**config.mk**
```make
export PLATFORM = sky130hd
export DESIGN_NAME = fetch_ctrl
export DESIGN_NICKNAME = d
export VERILOG_FILES = /design/src/rtl/fetch_ctrl.sv
export SDC_FILE = /design/constraint.sdc
export NUM_CORES = 1
export LEC_CHECK = 0
export CAP_MARGIN = 20
export CELL_PAD_IN_SITES_DETAIL_PLACEMENT = 2
export CELL_PAD_IN_SITES_GLOBAL_PLACEMENT = 2
export CORE_UTILIZATION = 24
export CTS_CLUSTER_DIAMETER = 150
export CTS_CLUSTER_SIZE = 12
export DETAILED_ROUTE_END_ITERATION = 8
export MAX_ROUTING_LAYER = met4
export PLACE_DENSITY = 0.78
export SYNTH_ARGS = -nofsm -noshare
export SYNTH_HDL_FRONTEND = slang
export SYNTH_SLANG_ARGS = --single-unit
```
**constraint.sdc**
```tcl
create_clock -name fc_clk -period 2.3 [get_ports fc_clk]
set_clock_uncertainty 0.15 [all_clocks]
set_input_delay 0.23 -clock fc_clk [delete_from_list [all_inputs] [get_ports fc_clk]]
set_output_delay 0.23 -clock fc_clk [all_outputs]
set_load 0.01 [all_outputs]
```
**src/rtl/fetch_ctrl.sv**
```systemverilog
// Fetch sequencer driving prog_counter: boots to the reset vector, arbitrates
// exception/branch/jump redirects and parks a redirect that meets a stall.
module fetch_ctrl #(
  parameter int                     PC_WIDTH     = 32,
  parameter logic [PC_WIDTH-1:0]    RESET_VECTOR = 32'h0000_0000,
  parameter logic [PC_WIDTH-1:0]    EXC_VECTOR   = 32'h0000_0080,
  parameter int                     BOOT_CYCLES  = 2
) (
  input  logic                fc_clk,
  input  logic                fc_rst,
  input  logic                fc_i_stall,
  input  logic                fc_i_imem_rdy,
  input  logic                fc_i_exc,
  input  logic                fc_i_br_taken,
  input  logic [PC_WIDTH-1:0] fc_i_br_target,
  input  logic                fc_i_jmp,
  input  logic [PC_WIDTH-1:0] fc_i_jmp_target,
  output logic                fc_o_ce,
  output logic                fc_o_change_pc,
  output logic [PC_WIDTH-1:0] fc_o_pc,
  output logic                fc_o_flush_if,
  output logic                fc_o_flush_id,
  output logic [1:0]          fc_o_state,
  output logic                fc_o_pending
);

  typedef enum logic [1:0] {
    ST_BOOT = 2'b00,
    ST_RUN  = 2'b01,
    ST_HOLD = 2'b10
  } state_t;

  localparam logic [1:0] KIND_JMP = 2'd0;
  localparam logic [1:0] KIND_BR  = 2'd1;
  localparam logic [1:0] KIND_EXC = 2'd2;
  localparam logic [3:0] BOOT_LAST = 4'(BOOT_CYCLES);

  state_t              state_r, state_nxt_s;
  logic [3:0]          cnt_r, cnt_nxt_s;
  logic                pend_valid_r, pend_valid_nxt_s;
  logic [1:0]          pend_kind_r, pend_kind_nxt_s;
  logic [PC_WIDTH-1:0] pend_target_r, pend_target_nxt_s;

  logic                go_s;
  logic                live_valid_s;
  logic [1:0]          live_kind_s;
  logic [PC_WIDTH-1:0] live_target_s;
  logic                issue_s;
  logic                boot_fire_s;
  logic [1:0]          sel_kind_s;
  logic [PC_WIDTH-1:0] sel_target_s;

  // Only exceptions and branches have a wrong-path instruction already in ID.
  function automatic logic kind_flushes_id(input logic [1:0] kind);
    return (kind != KIND_JMP);
  endfunction

  assign go_s = !fc_i_stall && fc_i_imem_rdy;

  // Priority encode the live redirect requests: exc > br > jmp.
  always_comb begin
    live_valid_s  = fc_i_exc || fc_i_br_taken || fc_i_jmp;
    live_kind_s   = KIND_JMP;
    live_target_s = fc_i_jmp_target;
    if (fc_i_exc) begin
      live_kind_s   = KIND_EXC;
      live_target_s = EXC_VECTOR;
    end else if (fc_i_br_taken) begin
      live_kind_s   = KIND_BR;
      live_target_s = fc_i_br_target;
    end else begin
      live_kind_s   = KIND_JMP;
      live_target_s = fc_i_jmp_target;
    end
  end

  // Next-state, pending-register update and issue selection.
  always_comb begin
    state_nxt_s       = state_r;
    cnt_nxt_s         = cnt_r;
    pend_valid_nxt_s  = pend_valid_r;
    pend_kind_nxt_s   = pend_kind_r;
    pend_target_nxt_s = pend_target_r;
    issue_s           = 1'b0;
    boot_fire_s       = 1'b0;
    sel_kind_s        = live_kind_s;
    sel_target_s      = live_target_s;
    case (state_r)
      ST_BOOT: begin
        if (cnt_r >= BOOT_LAST) begin
          boot_fire_s = 1'b1;
          cnt_nxt_s   = 4'd0;
          state_nxt_s = ST_RUN;
        end else begin
          cnt_nxt_s = cnt_r + 4'd1;
        end
      end
      ST_RUN: begin
        if (live_valid_s && go_s) begin
          issue_s = 1'b1;
        end else if (live_valid_s) begin
          pend_valid_nxt_s  = 1'b1;
          pend_kind_nxt_s   = live_kind_s;
          pend_target_nxt_s = live_target_s;
          state_nxt_s       = ST_HOLD;
        end else begin
          issue_s = 1'b0;
        end
      end
      ST_HOLD: begin
        if (go_s) begin
          issue_s          = 1'b1;
          pend_valid_nxt_s = 1'b0;
          state_nxt_s      = ST_RUN;
          if (!(live_valid_s && (live_kind_s >= pend_kind_r))) begin
            sel_kind_s   = pend_kind_r;
            sel_target_s = pend_target_r;
          end else begin
            sel_kind_s   = live_kind_s;
            sel_target_s = live_target_s;
          end
        end else if (live_valid_s && (live_kind_s >= pend_kind_r)) begin
          pend_kind_nxt_s   = live_kind_s;
          pend_target_nxt_s = live_target_s;
        end else begin
          issue_s = 1'b0;
        end
      end
      default: begin
        state_nxt_s      = ST_BOOT;
        cnt_nxt_s        = 4'd0;
        pend_valid_nxt_s = 1'b0;
      end
    endcase
  end

  // Drive prog_counter controls and flushes from the decisions above.
  always_comb begin
    fc_o_ce        = 1'b0;
    fc_o_change_pc = 1'b0;
    fc_o_pc        = '0;
    fc_o_flush_if  = 1'b0;
    fc_o_flush_id  = 1'b0;
    if (boot_fire_s) begin
      fc_o_ce        = 1'b1;
      fc_o_change_pc = 1'b1;
      fc_o_pc        = RESET_VECTOR;
      fc_o_flush_if  = 1'b1;
      fc_o_flush_id  = 1'b1;
    end else if (issue_s) begin
      fc_o_ce        = 1'b1;
      fc_o_change_pc = 1'b1;
      fc_o_pc        = sel_target_s;
      fc_o_flush_if  = 1'b1;
      fc_o_flush_id  = kind_flushes_id(sel_kind_s);
    end else if (state_r == ST_RUN) begin
      fc_o_ce = go_s && !live_valid_s;
    end else begin
      fc_o_ce = 1'b0;
    end
  end

  assign fc_o_state   = state_r;
  assign fc_o_pending = pend_valid_r;

  // State, boot counter and pending redirect registers.
  always_ff @(posedge fc_clk or negedge fc_rst) begin
    if (!fc_rst) begin
      state_r       <= ST_BOOT;
      cnt_r         <= 4'd0;
      pend_valid_r  <= 1'b0;
      pend_kind_r   <= KIND_JMP;
      pend_target_r <= '0;
    end else begin
      state_r       <= state_nxt_s;
      cnt_r         <= cnt_nxt_s;
      pend_valid_r  <= pend_valid_nxt_s;
      pend_kind_r   <= pend_kind_nxt_s;
      pend_target_r <= pend_target_nxt_s;
    end
  end

endmodule

```
* Word-level counts from Yosys, hierarchy flattened
Cells that the tools add are included.
** Word-level totals
- Output and inout bits :: 39
- RAM bits :: 0
- Bits in read-only memories :: 0
- Register bits :: 41
- Latch bits :: 0
- Memories kept :: 0
- Input bits :: 71
** Operators by class
- Add/subtract/negate cells :: 1
- Multiplexer cells :: 43
- Divide/modulo/power cells :: 0
- Order comparisons :: 2
- Equality and inequality tests :: 7
- Bitwise gates (word level) :: 1
- Shifts and indexed selects :: 0
- Multiply operators :: 0
- Reduce and logical (&&, ||, !) cells :: 15
** Operators by type and width (number)
- $mux W32 :: 10
- $pmux W32 S2 :: 1
- $mux W2 :: 11
- $mux W1 :: 15
- $reduce_and A4 Y1 :: 3
- $ne A2 B2 Y1 const B :: 5
- $pmux W4 S2 :: 1
- $pmux W2 S3 :: 1
- $add A4 B1 Y4 const B :: 1
- $ge A4 B2 Y1 const B :: 1
- $logic_and A1 B1 Y1 :: 4
- $mux W4 :: 1
- $pmux W2 S2 :: 1
- $reduce_bool A2 Y1 :: 2
- $pmux W1 S3 :: 1
- $eq A2 B1 Y1 const B :: 1
- $eq A2 B2 Y1 const B :: 1
- $ge A2 B2 Y1 :: 1
- $logic_not A1 Y1 :: 2
- $logic_not A2 Y1 :: 1
- $logic_or A1 B1 Y1 :: 2
- $pmux W1 S2 :: 1
- $reduce_or A2 Y1 :: 1
- $not A1 Y1 :: 1

* Logic depth before layout (Yosys ltp)
- Depth after elaboration :: 10
- Gate-level depth with buffers :: 9
- Gate-level depth less buffers :: 6

* Worst setup path after synthesis
No wires, ideal clock.
- Path type :: input to output
- From :: input port fc_i_exc
- To :: output port fc_o_pc[10]
- Data arrival time :: 2247 ps
- Stages :: 9
- Slack :: -327 ps
- Required time :: 1920 ps
- Cells stage by stage :: clkbuf_1 clkbuf_1 nand2b_1 ha_1 nand2b_1 a21oi_2 clkbuf_1 o211ai_1 a21oi_1
** Between the ends
- Cells in the longest elaborated chain, start to end :: 8
** Ends and longest elaborated chain
- from (decl) :: RTL line 13 : input logic fc_i_exc,
- $mux W2 or $logic_or A1 B1 Y1 (tied branches) :: RTL line 65, 62
- $ge A2 B2 Y1 or $logic_or A1 B1 Y1 (tied branches) :: RTL line 115, 62
- $logic_and A1 B1 Y1 :: RTL line 115 : if (!(live_valid_s && (live_kind_s >= pend_kind_r))) begin
- $mux W32 :: RTL line 115
- $mux W32 :: RTL line 111 : if (go_s) begin
- $mux W32 :: RTL line 88 : case (state_r)
- $mux W32 * :: RTL line 150 : end else if (issue_s) begin
- $mux W32 * :: RTL line 144 : if (boot_fire_s) begin
- to (decl) :: RTL line 20 : output logic [PC_WIDTH-1:0] fc_o_pc,
Every way passes the cells marked *; elsewhere a longest branch is shown, timed or not.

* Worst setup path after layout
- From :: register state_r[0], in the netlist fc_o_state[0]
- To :: output port fc_o_pc[21]
** Between the ends
- Cells in the longest elaborated chain, start to end :: 4
** Ends and longest elaborated chain
- from (decl) :: RTL line 38 : state_t state_r, state_nxt_s;
- from (signal assigned) :: RTL line 175 : state_r <= state_nxt_s;
- $eq A2 B2 Y1 or $eq A2 B1 Y1 (tied branches) :: RTL line 88
- $pmux W1 S2 or $mux W32 (tied branches) :: RTL line 88
- $mux W32 :: RTL line 150
- $mux W32 * :: RTL line 144
Marks and branches as above.

==> impl_metrics.tcl <==
set metrics [dict create \
    status "complete, but fails checks" \
    violations "setup timing" \
    syn_area_um2 3150 \
    post-route-period-util_pct 111 \
    synth-xor-area-share_pct 0 \
    pre_cts_slack_ns -0.404 \
    num_rows 41 \
    dieArea_um2 13600 \
    synth_ff_type "dfrtp_1" \
    yosysSeqAreaShare_pct 32.6 \
    grtUsageMet3_pct 3.43 \
    critPathMaxFanout 5 \
    gp_congestion 0.804 \
    placedCellCount 638 \
    htree_levels 2 \
    synth_compound_area_share_pct 19.1 \
    power_density_nw_per_um2 1080 \
    met2_usage_pct 41.9 \
    seqCellArea_um2 1030 \
    yosysWarnings 0 \
    tritoncts "done" \
    first_iter_violations 115 \
    min_from "fc_i_exc" \
    post_drt_wl_per_cell_um 24.4 \
    portBuffers 109 \
    syn_inst 329 \
    combPwrFrac_pct 66.6 \
    route.detailed.drc 0 \
    dr.pass1.iters 5 \
    routed-via-count 3497 \
    worst_slack_ns -0.264 \
    grt_pass1_vias 3939 \
    synth_fa_ha_area_share_pct 2.78 \
    fin_nets 590 \
    grt_pass1_wl_um 22300 \
    final_cells 685 \
    antenna_found_initial 0 \
    power_uw 6360 \
    ys_ff_latch 41 \
    tns_ns -6.18 \
    maxCapViolations 0 \
    async_reset_ff_share_pct 100 \
    synth_top_area_share_pct 32.6 \
    clk_pin_slew_ns 0.06 \
    ir_worst_vdd_v 0.000367 \
    area_growth_pct 86.3 \
    track_usage_pct 22.8 \
    final_max_slew_viol_count 0 \
    use_met1_pct 25.3 \
    clkPwrFrac_pct 13.8 \
    intPower_uw 3890 \
    arrival_ns 2.18 \
    synth-edff-count 0 \
    switching_share_pct 38.8 \
    grt_max_degree 22 \
    switchingPower_uw 2470 \
    critical_path_class "reg -> out" \
    syn_avg_cell_area_um2 9.57 \
    antenna_cells 0 \
    numCtsBuffers 5 \
    hold_class "in -> reg" \
    rsz0062_at_grt "yes" \
    multiInputGateArea_um2 2430 \
    reg2reg_from "fc_o_state[1]" \
    synth_cell_types 38 \
    p_leak_uw 0.00258 \
    layout_commonest_cell "clkdlybuf4s50_1" \
    clock_latency_ns 0.30 \
    start_kind "flip-flop" \
    core-area_um2 12700 \
    cts_root_buf "clkbuf_16" \
    io_pins 110 \
    synth_area_leaders "dfrtp_1 (33%), mux2_4 (14%), mux2i_1 (9.9%), o211ai_1 (7.9%), nand3_1 (5.4%)" \
    worstMarginPinSlew_ns 0.583 \
    maxSlewHeadroom_pct 61.1 \
    clock-sinks 41 \
    yosysTopAreaCell "dfrtp_1" \
    die_w_um 117 \
    synthesis.nets 407 \
    hpwlAfterDp_um 9400 \
    critPathRequiredTime_ns 1.92 \
    globalRouteOverflowTotal 0 \
    start_util_pct 24.7 \
    crit_start "fc_o_state[0]" \
    drive_gt1_share_pct 50.3 \
    vias_per_cell 5.11 \
    synth_top_family_by_area "multiplexers" \
    fin_crit_ns 2.56 \
    report.final.setup_viol 50 \
    grt_busiest_layer "met2" \
    whs_ns 0.218 \
    cts_buffer_depth 2 \
    routed_wl_um 16700 \
    nFillCells 1329 \
    p_seq_share_pct 19.7 \
    hold_viol 0 \
    synthSimpleGateAreaFrac_pct 13.4 \
    fmax_mhz 390 \
    end_kind "primary output" \
    die_h_um 117 \
    final_cell_mix "clkdlybuf4s50_1 (70), buf_4 (62), dfrtp_1 (39), o211ai_1 (33), nor2_1 (33)" \
    antenna_left 0 \
    yosys-mux-area-fraction_pct 26.0 \
]
## synthesized netlist by cell type (all sizes together) (2+ instances only)
cell type   n
nor2b       2
o31ai       2
a21oi      33
nor2       34
nand3      34
nor3        2
mux2       35
mux2i      31
a211oi      2
dfrtp      41
a211o       2
nand3b      2
ha          7
o21ai       5
clkbuf     17
buf        16
inv         8
nand2b      4
nand2       6
o211ai     34
## logic make-up (layout without fill, tap and decap cells)
family          count (synthesis)  in the layout
simple gates                   88             88
compound gates                 86             86
mux                            66             66
flops                          41             41
buf+inv                        41            225
fa+ha+maj                       7              7
## sequential cells by signal, summed over array words and instances (netlist names)
name,cells
pend_target_r,32
cnt_r,4
fc_o_state,2
pend_kind_r,2
fc_o_pending,1
## critical path, cell delays in order, from the launching register on
cell and delay (ns):
dfrtp_1 0.41, inv_2 0.10, ha_4 0.14, and3b_2 0.25, buf_6 0.13, o211ai_4 0.10
buf_12 0.14, buf_12 0.12, buf_8 0.13, buf_6 0.12, a21oi_4 0.12, buf_6 0.12
## power by group through the flow
stage	combinational, uW	clock [uW]	sequential (uW)
floorplan	2050	0	1170
global placement	3050	0	1180
detailed placement	3200	0	1210
CTS	3810	865	1210
global route	4420	909	1270
finish	4230	876	1250
## layer usage
| layer | share of wire (%) | vias up |
|---|---|---|
| li1 | - | 1571 |
| met1 | 40 | 1767 |
| met3 | 3.3 | 45 |
| met4 | 3.4 | 0 |
| met2 | 53 | 114 |
| met5 | 0 | - |
## per-stage QoR
stage               area, um2  utilization, %
floorplan                3290               -
global placement         4900            38.5
detailed placement       4900            38.5
CTS                      5440            42.8
global route             5870            46.1
finish                   5870            46.1
## repair_timing
item / in CTS / in global routing
hold buffers: 1 / 0
resized for setup: 195 / 70
pin swaps: 11 / 19
endpoints found under the setup margin: 69 / 71
cloned: 3 / 2
hold endpoints to repair: 20 / 0
setup buffers: 32 / 13
## cell type report
class	instances	area share, %
clock buffers	7	2.43
flip-flops and latches	41	17.5
well taps	172	3.67
repair buffers	209	33.9
multi-input cells	247	41.4
inverters	8	0.555
clock inverters	1	0.512
## worst paths after layout
| path | to | slack (ns) | cells past startpoint |
|---|---|---|---|
| max reg2reg | pend_target_r[27] | -0.02 | 8 |
| max in group asynchronous | pend_target_r[17] | 0.95 | 3 |
| min | pend_kind_r[0] | 0.22 | 3 |
| min reg2reg | pend_target_r[26] | 0.37 | 1 |
| min in group asynchronous | pend_target_r[8] | 0.32 | 2 |
| max | fc_o_pc[21] | -0.26 | 11 |
No activity file was read; power rests on OpenSTA's default activity.
